### src/rtl/axis_mem2m_pkg.sv
// Shared constants for the mem-to-master stream path: memory geometry,
// complex-sample field positions inside a result word, and TX state encodings.
package axis_mem2m_pkg;

    localparam int ADDR_WIDTH = 12;
    localparam int DATA_WIDTH = 44;

    // A result word packs {re, im} as two 22-bit two's-complement fields
    localparam int RE_MSB = 43;
    localparam int RE_LSB = 22;
    localparam int IM_MSB = 21;
    localparam int IM_LSB = 0;

    typedef enum logic [1:0] {
        TX_IDLE   = 2'd0,
        TX_STREAM = 2'd1,
        TX_DRAIN  = 2'd2
    } tx_state_t;

endpackage

### src/rtl/axis_mem2m_bit_reverse.sv
// Pure combinational bit-order reversal, used to turn a linear beat index
// into the bit-reversed address of the matching FFT result.
module axis_mem2m_bit_reverse #(
    parameter int WIDTH = 4
) (
    input  logic [WIDTH-1:0] din,
    output logic [WIDTH-1:0] dout
);

    always_comb begin
        dout = '0;
        for (int i = 0; i < WIDTH; i++) begin
            dout[i] = din[WIDTH-1-i];
        end
    end

endmodule

### src/rtl/axis_mem2m.sv
// Streams one FFT frame from result memory mem0 onto an AXI4-Stream master.
// Define AXIS_MEM2M_BITREV_EN to read in bit-reversed order (natural frequency output).
module axis_mem2m
    import axis_mem2m_pkg::*;
#(
    parameter int FFT_SIZE    = 4096,
    parameter int TDATA_WIDTH = 48
) (
    input  logic                    clk,
    input  logic                    rst,
    input  logic                    start,
    output logic                    busy,
    output logic                    done,
    output logic                    axis_tx,
    output logic                    axis_mem2m_clken,
    output logic [ADDR_WIDTH-1:0]   axis_mem2m_raddr,
    input  logic [DATA_WIDTH-1:0]   axis_mem2m_rdata,
    output logic [TDATA_WIDTH-1:0]  m_axis_tdata,
    output logic                    m_axis_tvalid,
    input  logic                    m_axis_tready,
    output logic                    m_axis_tlast
);

    localparam int COMP_W = TDATA_WIDTH / 2;
    localparam int RE_W   = RE_MSB - RE_LSB + 1;
    localparam int IM_W   = IM_MSB - IM_LSB + 1;
    localparam logic [ADDR_WIDTH:0] LAST_IDX = (ADDR_WIDTH + 1)'(FFT_SIZE - 1);
    localparam logic [ADDR_WIDTH:0] CNT_ONE  = (ADDR_WIDTH + 1)'(1);

    tx_state_t state;
    tx_state_t next_state;

    // One extra counter bit so a full 2^ADDR_WIDTH frame reaches its last index cleanly
    logic [ADDR_WIDTH:0] rd_cnt;
    logic                issue;
    logic                beat_done;

    always_ff @(posedge clk) begin
        if (rst) begin
            state <= TX_IDLE;
        end else begin
            state <= next_state;
        end
    end

    // Memory reads advance only when the output register is empty or being drained
    always_comb begin
        next_state = state;
        issue      = 1'b0;
        beat_done  = 1'b0;
        case (state)
            TX_IDLE: begin
                if (start) begin
                    next_state = TX_STREAM;
                end
            end
            TX_STREAM: begin
                issue = ~m_axis_tvalid | m_axis_tready;
                if (issue && (rd_cnt == LAST_IDX)) begin
                    next_state = TX_DRAIN;
                end
            end
            TX_DRAIN: begin
                beat_done = m_axis_tvalid & m_axis_tready;
                if (beat_done) begin
                    next_state = TX_IDLE;
                end
            end
            default: next_state = TX_IDLE;
        endcase
    end

    always_ff @(posedge clk) begin
        if (rst) begin
            rd_cnt        <= '0;
            m_axis_tvalid <= 1'b0;
            m_axis_tlast  <= 1'b0;
            done          <= 1'b0;
        end else begin
            done <= beat_done;
            if ((state == TX_IDLE) && start) begin
                rd_cnt <= '0;
            end else if (issue) begin
                rd_cnt <= rd_cnt + CNT_ONE;
            end
            if (issue) begin
                m_axis_tvalid <= 1'b1;
                m_axis_tlast  <= (rd_cnt == LAST_IDX);
            end else if (beat_done) begin
                m_axis_tvalid <= 1'b0;
                m_axis_tlast  <= 1'b0;
            end
        end
    end

    assign busy             = (state != TX_IDLE);
    assign axis_tx          = busy;
    assign axis_mem2m_clken = issue;

    // Held read data doubles as the output register while stalled
    assign m_axis_tdata = {{(COMP_W - RE_W){axis_mem2m_rdata[RE_MSB]}}, axis_mem2m_rdata[RE_MSB:RE_LSB],
                           {(COMP_W - IM_W){axis_mem2m_rdata[IM_MSB]}}, axis_mem2m_rdata[IM_MSB:IM_LSB]};

`ifdef AXIS_MEM2M_BITREV_EN
    localparam int LOG2_SIZE = $clog2(FFT_SIZE);
    logic [LOG2_SIZE-1:0] rev_addr;

    axis_mem2m_bit_reverse #(
        .WIDTH (LOG2_SIZE)
    ) u_bit_reverse (
        .din  (rd_cnt[LOG2_SIZE-1:0]),
        .dout (rev_addr)
    );

    assign axis_mem2m_raddr = ADDR_WIDTH'(rev_addr);
`else
    assign axis_mem2m_raddr = rd_cnt[ADDR_WIDTH-1:0];
`endif

endmodule

### config.mk
export PLATFORM = sky130hd
export DESIGN_NAME = axis_mem2m
export DESIGN_NICKNAME = d
export VERILOG_FILES = /design/src/rtl/axis_mem2m_pkg.sv /design/src/rtl/axis_mem2m_bit_reverse.sv /design/src/rtl/axis_mem2m.sv
export SDC_FILE = /design/constraint.sdc
export NUM_CORES = 1
export LEC_CHECK = 0
export CAP_MARGIN = 20
export CORE_MARGIN = 2
export CORE_UTILIZATION = 34
export DETAILED_ROUTE_END_ITERATION = 10
export GPL_TIMING_DRIVEN = 1
export PLACE_DENSITY = 0.87
export SLEW_MARGIN = 10
export SYNTH_ARGS = -nofsm -noshare
export SYNTH_HDL_FRONTEND = slang
export SYNTH_SLANG_ARGS = --single-unit
### constraint.sdc
create_clock -name clk -period 4.5 [get_ports clk]
set_input_delay 0.9 -clock clk [delete_from_list [all_inputs] [get_ports clk]]
set_output_delay 0.9 -clock clk [all_outputs]
set_load 0.005 [all_outputs]
---- Yosys cells after proc, flatten, opt, wreduce, memory -nomap -nowiden ----
Index checks and enable logic that the tools add are counted.
operators by class
  $add $sub $neg .......................... 1
  multiply operators ...................... 0
  divide/modulo/power cells ............... 0
  magnitude comparators ................... 0
  eq/ne operators ......................... 6
  shift operators ......................... 0
  muxes and demuxes ....................... 9
  bitwise operators ....................... 3
  reduce and logical (&&, ||, !) cells .... 7
operator list
  cell                                             number
  adder 13 x 1 -> 13 bit, second input constant    1
  == test 13 x 12 -> 1 bit, second input constant  1
  two-way mux 2 bit                                3
  inequality test 2 bit, second input constant     3
  one-hot mux 2 bit (3 select lines)               1
  two-way mux 1 bit                                5
  nonzero test 2 bit                               2
  AND reduction 3 bit                              1
  == test 2 x 1 -> 1 bit, second input constant    1
  == test 2 bit, second input constant             1
  logical AND 1 bit                                2
  zero test 2 bit                                  1
  OR reduction 2 bit                               1
  AND 1 bit                                        1
  NOT 1 bit                                        1
  OR 1 bit                                         1
storage, ports and cells
  register bits ........................... 18
  bits in latches ......................... 0
  RAM bits ................................ 0
  bits in read-only memories .............. 0
  input bits .............................. 48
  output and inout bits ................... 66
  memories ................................ 0

---- Depth between registers and ports, before layout ----
Gate-level depths: netlist of the first run.
  depth in word-level cells ............... 5
  gate-level depth with buffers ........... 6
  depth with buffers taken out ............ 5

---- Least setup slack after synthesis of the first run ----
OpenSTA, ideal clock, no wires.
  kind .................................... input-to-reg
  start ................................... in m_axis_tready
  end ..................................... reg rd_cnt[11]
  library setup time ...................... 71 ps
  arrival time ............................ 2288 ps
  required time ........................... 4429 ps
  path slack .............................. 2142 ps
  stages on the path ...................... 6
  cells stage by stage .................... nor2b_1 > buf_6 > or4_1 > buf_2 > or4_1 > a21oi_1
between the ends
  word-level cells in the longest chain between the ends .. 2
RTL lines
  what                    line              text
  start: declaration      axis_mem2m.sv:20  input logic m_axis_tready,
  OR 1 bit                axis_mem2m.sv:58  issue = ~m_axis_tvalid | m_axis_tready;
  two-way mux 1 bit       axis_mem2m.sv:51  case (state)
  end signal: assignment  axis_mem2m.sv:84  rd_cnt <= rd_cnt + CNT_ONE;
  end: declaration        axis_mem2m.sv:34  logic [ADDR_WIDTH:0] rd_cnt;
Every way passes these cells.
A chain may end at the register's enable or synchronous reset.

---- Worst setup path in the final report of the first run ----
  start ................................... in m_axis_tready
  end ..................................... out axis_mem2m_clken
between the ends
  word-level cells in the longest chain between the ends .. 2
RTL lines
  what               line              text
  OR 1 bit           axis_mem2m.sv:58
  two-way mux 1 bit  axis_mem2m.sv:51
  end: declaration   axis_mem2m.sv:15  output logic axis_mem2m_clken,
Every way passes these cells.

==> results of run 1 <==
final cells by class:
cell class | instances | area (um2) | area share
Clock buffer | 4 | 55.1 | 0.0495
Tap cell | 48 | 60.1 | 0.0540
Multi-Input combinational cell | 68 | 412 | 0.370
Timing Repair Buffer | 21 | 210 | 0.189
Inverter | 4 | 15.0 | 0.0135
Sequential cell | 18 | 360 | 0.324
logic make-up after synthesis:
| logic type | Yosys count |
|---|---|
| AOI/OAI and AO/OA | 19 |
| buffers and inverters | 69 |
| and+or+nand+nor | 41 |
| xor gates and xnor gates | 7 |
| DFF | 18 |
| adders and majority gates | 1 |
power breakdown:
| group | total (mW) | internal (mW) | switching (mW) |
|---|---|---|---|
| combinational | 0.0235 | 0.0120 | 0.0116 |
| clock | 0.135 | 0.0780 | 0.0570 |
| sequential | 0.164 | 0.161 | 0.00258 |
| total | 0.323 | 0.251 | 0.0711 |
worst max-delay path by stage:
stage / slack (ns) / end / cells after the start / startpoint
final: 1.07 / axis_mem2m_clken / 4 / m_axis_tready
after global routing: 0.93 / axis_mem2m_clken / 4 / m_axis_tready
after CTS: 1.05 / axis_mem2m_clken / 4 / m_axis_tready
after detailed placement: 1.07 / axis_mem2m_clken / 4 / m_axis_tready
after global placement: 1.15 / axis_mem2m_clken / 4 / m_axis_tready
after floorplan: 2.14 / rd_cnt[11]$_SDFFE_PP0P_ / 6 / m_axis_tready
per-layer routing:
| metal | track usage | share of wire | vias to the layer above |
|---|---|---|---|
| li1 | - | - | 375 |
| met1 | 0.134 | 0.44 | 371 |
| met2 | 0.161 | 0.44 | 21 |
| met3 | 0.0497 | 0.090 | 13 |
| met4 | 0.0729 | 0.035 | 0 |
| met5 | 0 | 0 | - |
tightest hold or removal path: cells and delay by family (launching register included):
kind	cells	cell delay [ns]
DFF	1	0.31
AOI/OAI and AO/OA	2	0.12
through the flow:
stage                     total power, mW  cell area, um2
after CTS                           0.327            1110
after detailed placement            0.191            1060
final                               0.323            1110
after floorplan                     0.217            1280
after global placement              0.191            1060
after global routing                0.335            1110
cell usage in the layout (no fill, tap or decap), types with 3 or more instances in the layout:
cell	synthesis	routed
dfxtp_1	18	18
clkdlybuf4s50_1	0	21
nor4_1	3	3
nor2_1	11	11
nand4_1	3	3
inv_1	4	4
a21oi_1	9	9
o31ai_1	3	3
clkbuf_8	0	4
or4_1	3	3
o21ai_0	4	4
xnor2_1	6	6
nand2_1	7	7
sequential cells by signal, summed over array words and instances, names as in the netlist:
| register | count |
|---|---|
| state | 2 |
| m_axis_tlast | 1 |
| rd_cnt | 13 |
| done | 1 |
| m_axis_tvalid | 1 |
==> reports/results.ini, run 1 <==
[synthesis]
synth_seq_cells = 18
ys_async_sr_fraction = 0
synth_most_common_cell = buf_4
ys_top_cells_by_count = buf_4, dfxtp_1, nor2_1
synth_top_area_share = 0.359
netlist_top_cells_area = buf_4, dfxtp_1, xnor2_1, a21oi_1, nor2_1
syn_area_um2 = 1280
synth_mux_area_frac = 0
synth_compound_area_frac = 0.0873
synth_top_family_by_area = buffers and inverters
synthAdderAreaFrac = 0.00980
synth.avg_cell_area_um2 = 8.23
yosys_warnings = 0
synth_xor_area_frac = 0.0480
synth_top_area_cell = buf_4
synth-simple-area-share = 0.177
syn_inst = 155
synth-edff-count = 0
yosysUniqueCellTypes = 30
syn-num-nets = 204
synth-main-ff-cell = dfxtp_1
ys_seq_area_frac = 0.282

[drt]
vias_per_cell = 4.79
num_vias = 780
wl_per_cell_um = 12.9
drc = 0
firstDrtPassIters = 4
detail-route-antenna-nets = 0
wl_um = 2110
drtIter0Drc = 33

[die]
die_area_um2 = 4260
rows = 22
initial_core_util = 0.351
core-area_um2 = 3630
pin_count = 114
die_y_um = 65.3
die_w_um = 65.3

[clocking]
clock_latency_ns = 0.26
clockRootBuffer = clkbuf_8
cts_resized = 0
htreeDepth = 1
hold_buffers = 0
cts_sinks = 18
cts_buffer_depth = 2
clk_pin_slew_ns = 0.07
cts_buffers = 3
cts_setup_buffers = 0
cts_tree = yes

[power]
irDropWorstVdd_mv = 0.134
leakagePower_nw = 0.340
power_density_nw_per_um2 = 290

[worst_hold_path]
hold_end = rd_cnt[12]$_SDFFE_PP0P_
whs_path_depth = 2
min_from = rd_cnt[12]$_SDFFE_PP0P_
hold_path.class = register to register

[timing]
timing.setup.tns_ns = 0
clock_skew_ns = 0.00187
holdWs_ns = 0.479
timing.final.crit_period_ns = 3.43
fin_crit_sh = 0.763
timing.fmax_mhz = 291
slew_viol_final = 0
slew_headroom = 0.579
layout_setup_ws_ns = 1.07
setup_violations = 0
rsz0062_at_grt = false
finalHoldViolations = 0
tightest_slew_ns = 0.630

[worst_setup_path]
rrSetupSlack_ns = 2.48
crit_top_cell = clkdlybuf4s50_1
worstPathRequired_ns = 3.60
cpPeakStageDelay_ns = 0.52
crit_type = input port to output pin
crit_path_end_kind = output pin
r2r_cells = 4
arrival_ns = 2.53
cpMaxStageDelayCell = nor2b_1
crit_path_cell_trace = clkdlybuf4s50_1 -> nor2b_1 -> nor2_1 -> clkdlybuf4s50_1
cp_top_family = buffers and inverters
cp_num_buf_inv = 2
r2r-end = rd_cnt[11]$_SDFFE_PP0P_
cp-start-kind = input port
crit_fanout = 10
r2r-start = state[0]$_SDFFE_PP0P_

[cells_and_area]
final_nets = 165
antennaDiodeCount = 0
num-fill-cells = 400
instances_no_fill = 163
syn_to_final_growth_pct = -12.8
final_util = 0.306
drive_gt1_frac = 0.0696

[global_route]
grt_max_degree = 14
grt_first_pass_wirelength_um = 3620
overflow = 0
grt_usage = 0.112
grt_pass1_vias = 763
grt_antenna_before_repair = 0

[run]
max_cap_violations = 0

[placed_design]
port_buffers = 21
dp_hpwl_um = 1530
dp.cells = 159
gp_congestion = 0.772
pre_cts_slack_ns = 1.07

[status]
status = finished clean

Power figures use the tool's default switching activity.
==> run 2: changes to the inputs <==
--- a/config.mk
+++ b/config.mk
@@ -7,10 +7,10 @@
 export LEC_CHECK = 0
 export CAP_MARGIN = 20
 export CORE_MARGIN = 2
-export CORE_UTILIZATION = 34
+export CORE_UTILIZATION = 31
 export DETAILED_ROUTE_END_ITERATION = 10
 export GPL_TIMING_DRIVEN = 1
-export PLACE_DENSITY = 0.87
+export PLACE_DENSITY = 0.8
 export SLEW_MARGIN = 10
 export SYNTH_ARGS = -nofsm -noshare
 export SYNTH_HDL_FRONTEND = slang
==> constraint.sdc (replaced) <==
create_clock -name clk -period 3.5 [get_ports clk]
set_input_delay 0.7 -clock clk [delete_from_list [all_inputs] [get_ports clk]]
set_output_delay 0.7 -clock clk [all_outputs]
set_load 0.005 [all_outputs]
==> reports/results.ini, run 2 (synthesized netlist as in run 1, its figures left out) <==
[drt]
drtIter0Drc = 13
wl_um = 1970
vias_per_cell = 4.61
firstDrtPassIters = 4
detail-route-antenna-nets = 0
drc = 0
wl_per_cell_um = 11.9
num_vias = 761

[cells_and_area]
num-fill-cells = 440
layout.area.seq_um2 = 360
instances_no_fill = 165
largest_register_ff_count = 13
largest_register = rd_cnt
final_common_cell = clkdlybuf4s50_1
drive_gt1_frac = 0.0696
largestRegisters = rd_cnt: 13 flops, state: 2 flops
final_nets = 166
layout_common_cells = clkdlybuf4s50_1, dfxtp_1, nor2_1, a21oi_1, nand2_1
multiInputGateArea_um2 = 412
syn_to_final_growth_pct = -13.1
antennaDiodeCount = 0

[run]
max_cap_violations = 0

[global_route]
grt_first_pass_wirelength_um = 3130
grt_usage = 0.0910
grt_pass1_vias = 712
grt_antenna_before_repair = 0
grt_max_degree = 14
overflow = 0

[worst_setup_path]
crit_type = input port to output pin
cpPeakStageDelay_ns = 0.55
crit_top_cell = clkdlybuf4s50_1
worstPathRequired_ns = 2.80
crit_fanout = 3
crit_path_end_kind = output pin
cpMaxStageDelayCell = clkdlybuf4s50_1
cp-start-kind = input port
crit_path_cell_trace = clkdlybuf4s50_1 -> nor2b_1 -> nor2_1 -> clkdlybuf4s50_1
arrival_ns = 2.01

[power]
irDropWorstVdd_mv = 0.182
leakagePower_nw = 0.339
power_density_nw_per_um2 = 345

[die]
pin_count = 114
die_area_um2 = 4650
core-area_um2 = 3970
die_y_um = 68.2
rows = 23
initial_core_util = 0.321
die_w_um = 68.2

[timing]
slew_viol_final = 0
timing.setup.tns_ns = 0
timing.final.crit_period_ns = 2.71
fin_crit_sh = 0.774
finalHoldViolations = 0
timing.fmax_mhz = 369
rsz0062_at_grt = false
setup_violations = 0
clock_skew_ns = 0.00164
slew_headroom = 0.707
tightest_slew_ns = 0.439

[clocking]
cts_sinks = 18
clock_latency_ns = 0.25
htreeDepth = 1
cts_buffer_depth = 2
clockRootBuffer = clkbuf_8
hold_buffers = 0
clk_pin_slew_ns = 0.06
cts_resized = 0
cts_setup_buffers = 0
cts_tree = yes
cts_buffers = 3

[placed_design]
dp_hpwl_um = 1460
gp_congestion = 0.771
port_buffers = 21
dp.cells = 162

[worst_hold_path]
hold_path.class = register to register

[status]
status = finished clean

## run 2: changes by cell type in the layout (fill, tap and decap cells not counted), sizes merged
cell    previous run  this run
clkbuf             4         3
buf                0         1
## run 2: per-stage QoR
stage / hold slack [ns] / setup slack (ns) / total power, mW / util / area [um2]
after global placement: 0.461 / 0.757 / 0.246 / 0.269 / 1070
after floorplan: 0.443 / 1.34 / 0.279 / - / 1280
after CTS: 0.477 / 0.781 / 0.388 / 0.279 / 1110
after global routing: 0.501 / 0.697 / 0.398 / 0.279 / 1110
final: 0.472 / 0.793 / 0.382 / 0.279 / 1110
after detailed placement: 0.467 / 0.729 / 0.246 / 0.269 / 1070
## run 2: layout make-up
type,instances,share of cell area
tap,50,0.0564
multi-input combinational,68,0.371
clock buffer,3,0.0372
timing repair buffer,22,0.196
inverter,4,0.0135
sequential,18,0.325
## run 2: routing by layer
metal / up-vias / global-route usage / wire, um
li1: 373 / - / -
met1: 359 / 0.102 / 843
met2: 22 / 0.136 / 846
met3: 7 / 0.0543 / 243
met4: 0 / 0.0450 / 31
met5: - / 0 / 0
## run 2: report_power, final
part	internal, mW	switching, mW	total (mW)
combinational	0.0161	0.0146	0.0307
clock	0.0765	0.0641	0.141
sequential	0.208	0.00307	0.211
## run 2: final timing paths
check | startpoint | to | slack (ns) | depth (start not counted)
worst max-delay path | m_axis_tready | axis_mem2m_clken | 0.79 | 4
worst min-delay path | rd_cnt[12]$_SDFFE_PP0P_ | rd_cnt[12]$_SDFFE_PP0P_ | 0.47 | 2
worst max register to register | m_axis_tvalid$_SDFFE_PP0P_ | rd_cnt[11]$_SDFFE_PP0P_ | 1.51 | 5
worst min register to register | rd_cnt[12]$_SDFFE_PP0P_ | rd_cnt[12]$_SDFFE_PP0P_ | 0.47 | 2
## run 2: worst max-delay path, delay by kind of cell
| kind | cells | cell delay (ns) |
|---|---|---|
| buffers and inverters | 2 | 1.04 |
| and+or+nand+nor | 2 | 0.27 |
==> run 3: changes to the inputs <==
--- a/config.mk
+++ b/config.mk
@@ -7,10 +7,10 @@
 export LEC_CHECK = 0
 export CAP_MARGIN = 20
 export CORE_MARGIN = 2
-export CORE_UTILIZATION = 31
+export CORE_UTILIZATION = 28
 export DETAILED_ROUTE_END_ITERATION = 10
 export GPL_TIMING_DRIVEN = 1
-export PLACE_DENSITY = 0.8
+export PLACE_DENSITY = 0.76
 export SLEW_MARGIN = 10
 export SYNTH_ARGS = -nofsm -noshare
 export SYNTH_HDL_FRONTEND = slang
==> constraint.sdc (replaced) <==
create_clock -name clk -period 2.2 [get_ports clk]
set_input_delay 0.44 -clock clk [delete_from_list [all_inputs] [get_ports clk]]
set_output_delay 0.44 -clock clk [all_outputs]
set_load 0.005 [all_outputs]
==> reports/results.ini, run 3 (synthesized netlist as in run 1, its figures left out) <==
[cells_and_area]
largest_register = rd_cnt
largestRegisters = rd_cnt: 13 flops, state: 2 flops
largest_register_ff_count = 13
drive_gt1_frac = 0.102
antennaDiodeCount = 0
syn_to_final_growth_pct = -10.8
instances_no_fill = 170
layout_common_cells = clkdlybuf4s50_1, dfxtp_1, nor2_1, a21oi_1, nand2_1
final_nets = 169
num-fill-cells = 487
final_common_cell = clkdlybuf4s50_1

[worst_setup_path]
crit_fanout = 4
cpMaxStageDelayCell = or4_1
crit_type = input port to register
worstPathRequired_ns = 2.38
cpPeakStageDelay_ns = 0.60
cp-start-kind = input port
cp_top_family = simple AND/OR/NAND/NOR gates
crit_top_cell = or4_1
arrival_ns = 2.28
crit_path_cell_trace = clkdlybuf4s50_1 -> nor2b_1 -> or4_1 -> or4_1 -> a21oi_1
cp_num_buf_inv = 1
crit_path_end_kind = register

[clocking]
clock_latency_ns = 0.25
cts_buffer_depth = 2
htreeDepth = 1
cts_sinks = 18
cts_tree = yes
hold_buffers = 0
clk_pin_slew_ns = 0.06
cts_buffers = 3
clockRootBuffer = clkbuf_8

[global_route]
grt_pass1_vias = 716
grt_first_pass_wirelength_um = 3330
grt_antenna_before_repair = 0
overflow = 0
grt_usage = 0.0828
grt_max_degree = 14

[drt]
drc = 0
dr_wl_met3_um = 166
wl_met2_um = 868
detail-route-antenna-nets = 0
num_vias = 785
vias_per_cell = 4.62
dr.max_layer_used = met4
drtIter0Drc = 11
wl_um = 1990
wl_per_cell_um = 11.7
route.layer.met1.wl_um = 922
firstDrtPassIters = 4

[power]
switching_share = 0.217
irDropWorstVdd_mv = 0.224
power_density_nw_per_um2 = 538
seqPwrFrac = 0.548
clkPwrFrac = 0.369
leakagePower_nw = 0.364
p_switching_uw = 133
combPwrFrac = 0.083
p_int_uw = 479

[die]
die_area_um2 = 5110
die_y_um = 71.5
die_w_um = 71.5
rows = 24
core-area_um2 = 4380
initial_core_util = 0.291
pin_count = 114

[status]
status = finished clean

[placed_design]
dp_hpwl_um = 1500
dp.cells = 166
port_buffers = 21
gp_congestion = 0.787

[timing]
rsz0062_at_grt = false
timing.setup.tns_ns = 0
setup_violations = 0
slew_viol_final = 0
slew_headroom = 0.712
finalHoldViolations = 0
timing.fmax_mhz = 477
clock_skew_ns = 0.00171
fin_crit_sh = 0.954
tightest_slew_ns = 0.432
timing.final.crit_period_ns = 2.10

[run]
max_cap_violations = 0

[worst_hold_path]
hold_path.class = register to register

[run 3: cell count changes in the layout (fill, tap and decap cells not counted), sizes merged]
cell,previous run,this run
buf,1,4
dlymetal6s2s,0,1
clkdlybuf4s50,21,20
[run 3: path summary, 6_finish.rpt]
kind	start	end	slack (ns)	cells past startpoint
max	m_axis_tready	rd_cnt[11]$_SDFFE_PP0P_	0.10	5
min	rd_cnt[12]$_SDFFE_PP0P_	rd_cnt[12]$_SDFFE_PP0P_	0.48	2
max reg2reg	state[0]$_SDFFE_PP0P_	rd_cnt[11]$_SDFFE_PP0P_	0.28	4
min reg2reg	rd_cnt[12]$_SDFFE_PP0P_	rd_cnt[12]$_SDFFE_PP0P_	0.48	2
[run 3: tightest hold or removal path, cell delays in order, from the launching register on]
cell,delay [ns]
dfxtp_1,0.32
o31ai_1,0.06
a21oi_1,0.06
[run 3: metrics by stage]
step,cell area [um2],power [mW],hold WS (ns),worst slack [ns],utilization
after global placement,1080,0.391,0.458,-0.108,0.247
after global routing,1140,0.639,0.514,0.0329,0.260
final,1140,0.612,0.485,0.102,0.260
after CTS,1130,0.622,0.480,0.00761,0.257
after floorplan,1280,0.444,0.443,0.302,-
after detailed placement,1080,0.392,0.469,-0.145,0.247
[run 3: power groups by stage]
stage               clock (mW)  combinational (mW)  sequential [mW]
finish                   0.226              0.0508            0.336
floorplan                    0               0.102            0.342
global placement             0              0.0486            0.343
CTS                      0.237              0.0498            0.336
detailed placement           0              0.0486            0.343
global route             0.246              0.0568            0.336
[run 3: layout make-up]
type | count | area, um2 | share of cell area
timing repair buffer | 25 | 243 | 0.213
sequential | 18 | 360 | 0.316
inverter | 4 | 15.0 | 0.0132
multi-input combinational | 68 | 414 | 0.364
tap | 52 | 65.1 | 0.0571
clock buffer | 3 | 41.3 | 0.0363
[run 3: layer usage]
metal  vias up  track usage
li1        392            -
met1       365        0.105
met2        22        0.116
met3         6       0.0338
met4         0       0.0503
met5         -            0
[run 3: what timing repair did]
action	in CTS	in global routing
resized for setup	1	1
pin swaps	0	1
setup endpoints to repair	1	1
gates cloned	0	0
setup buffers	0	1
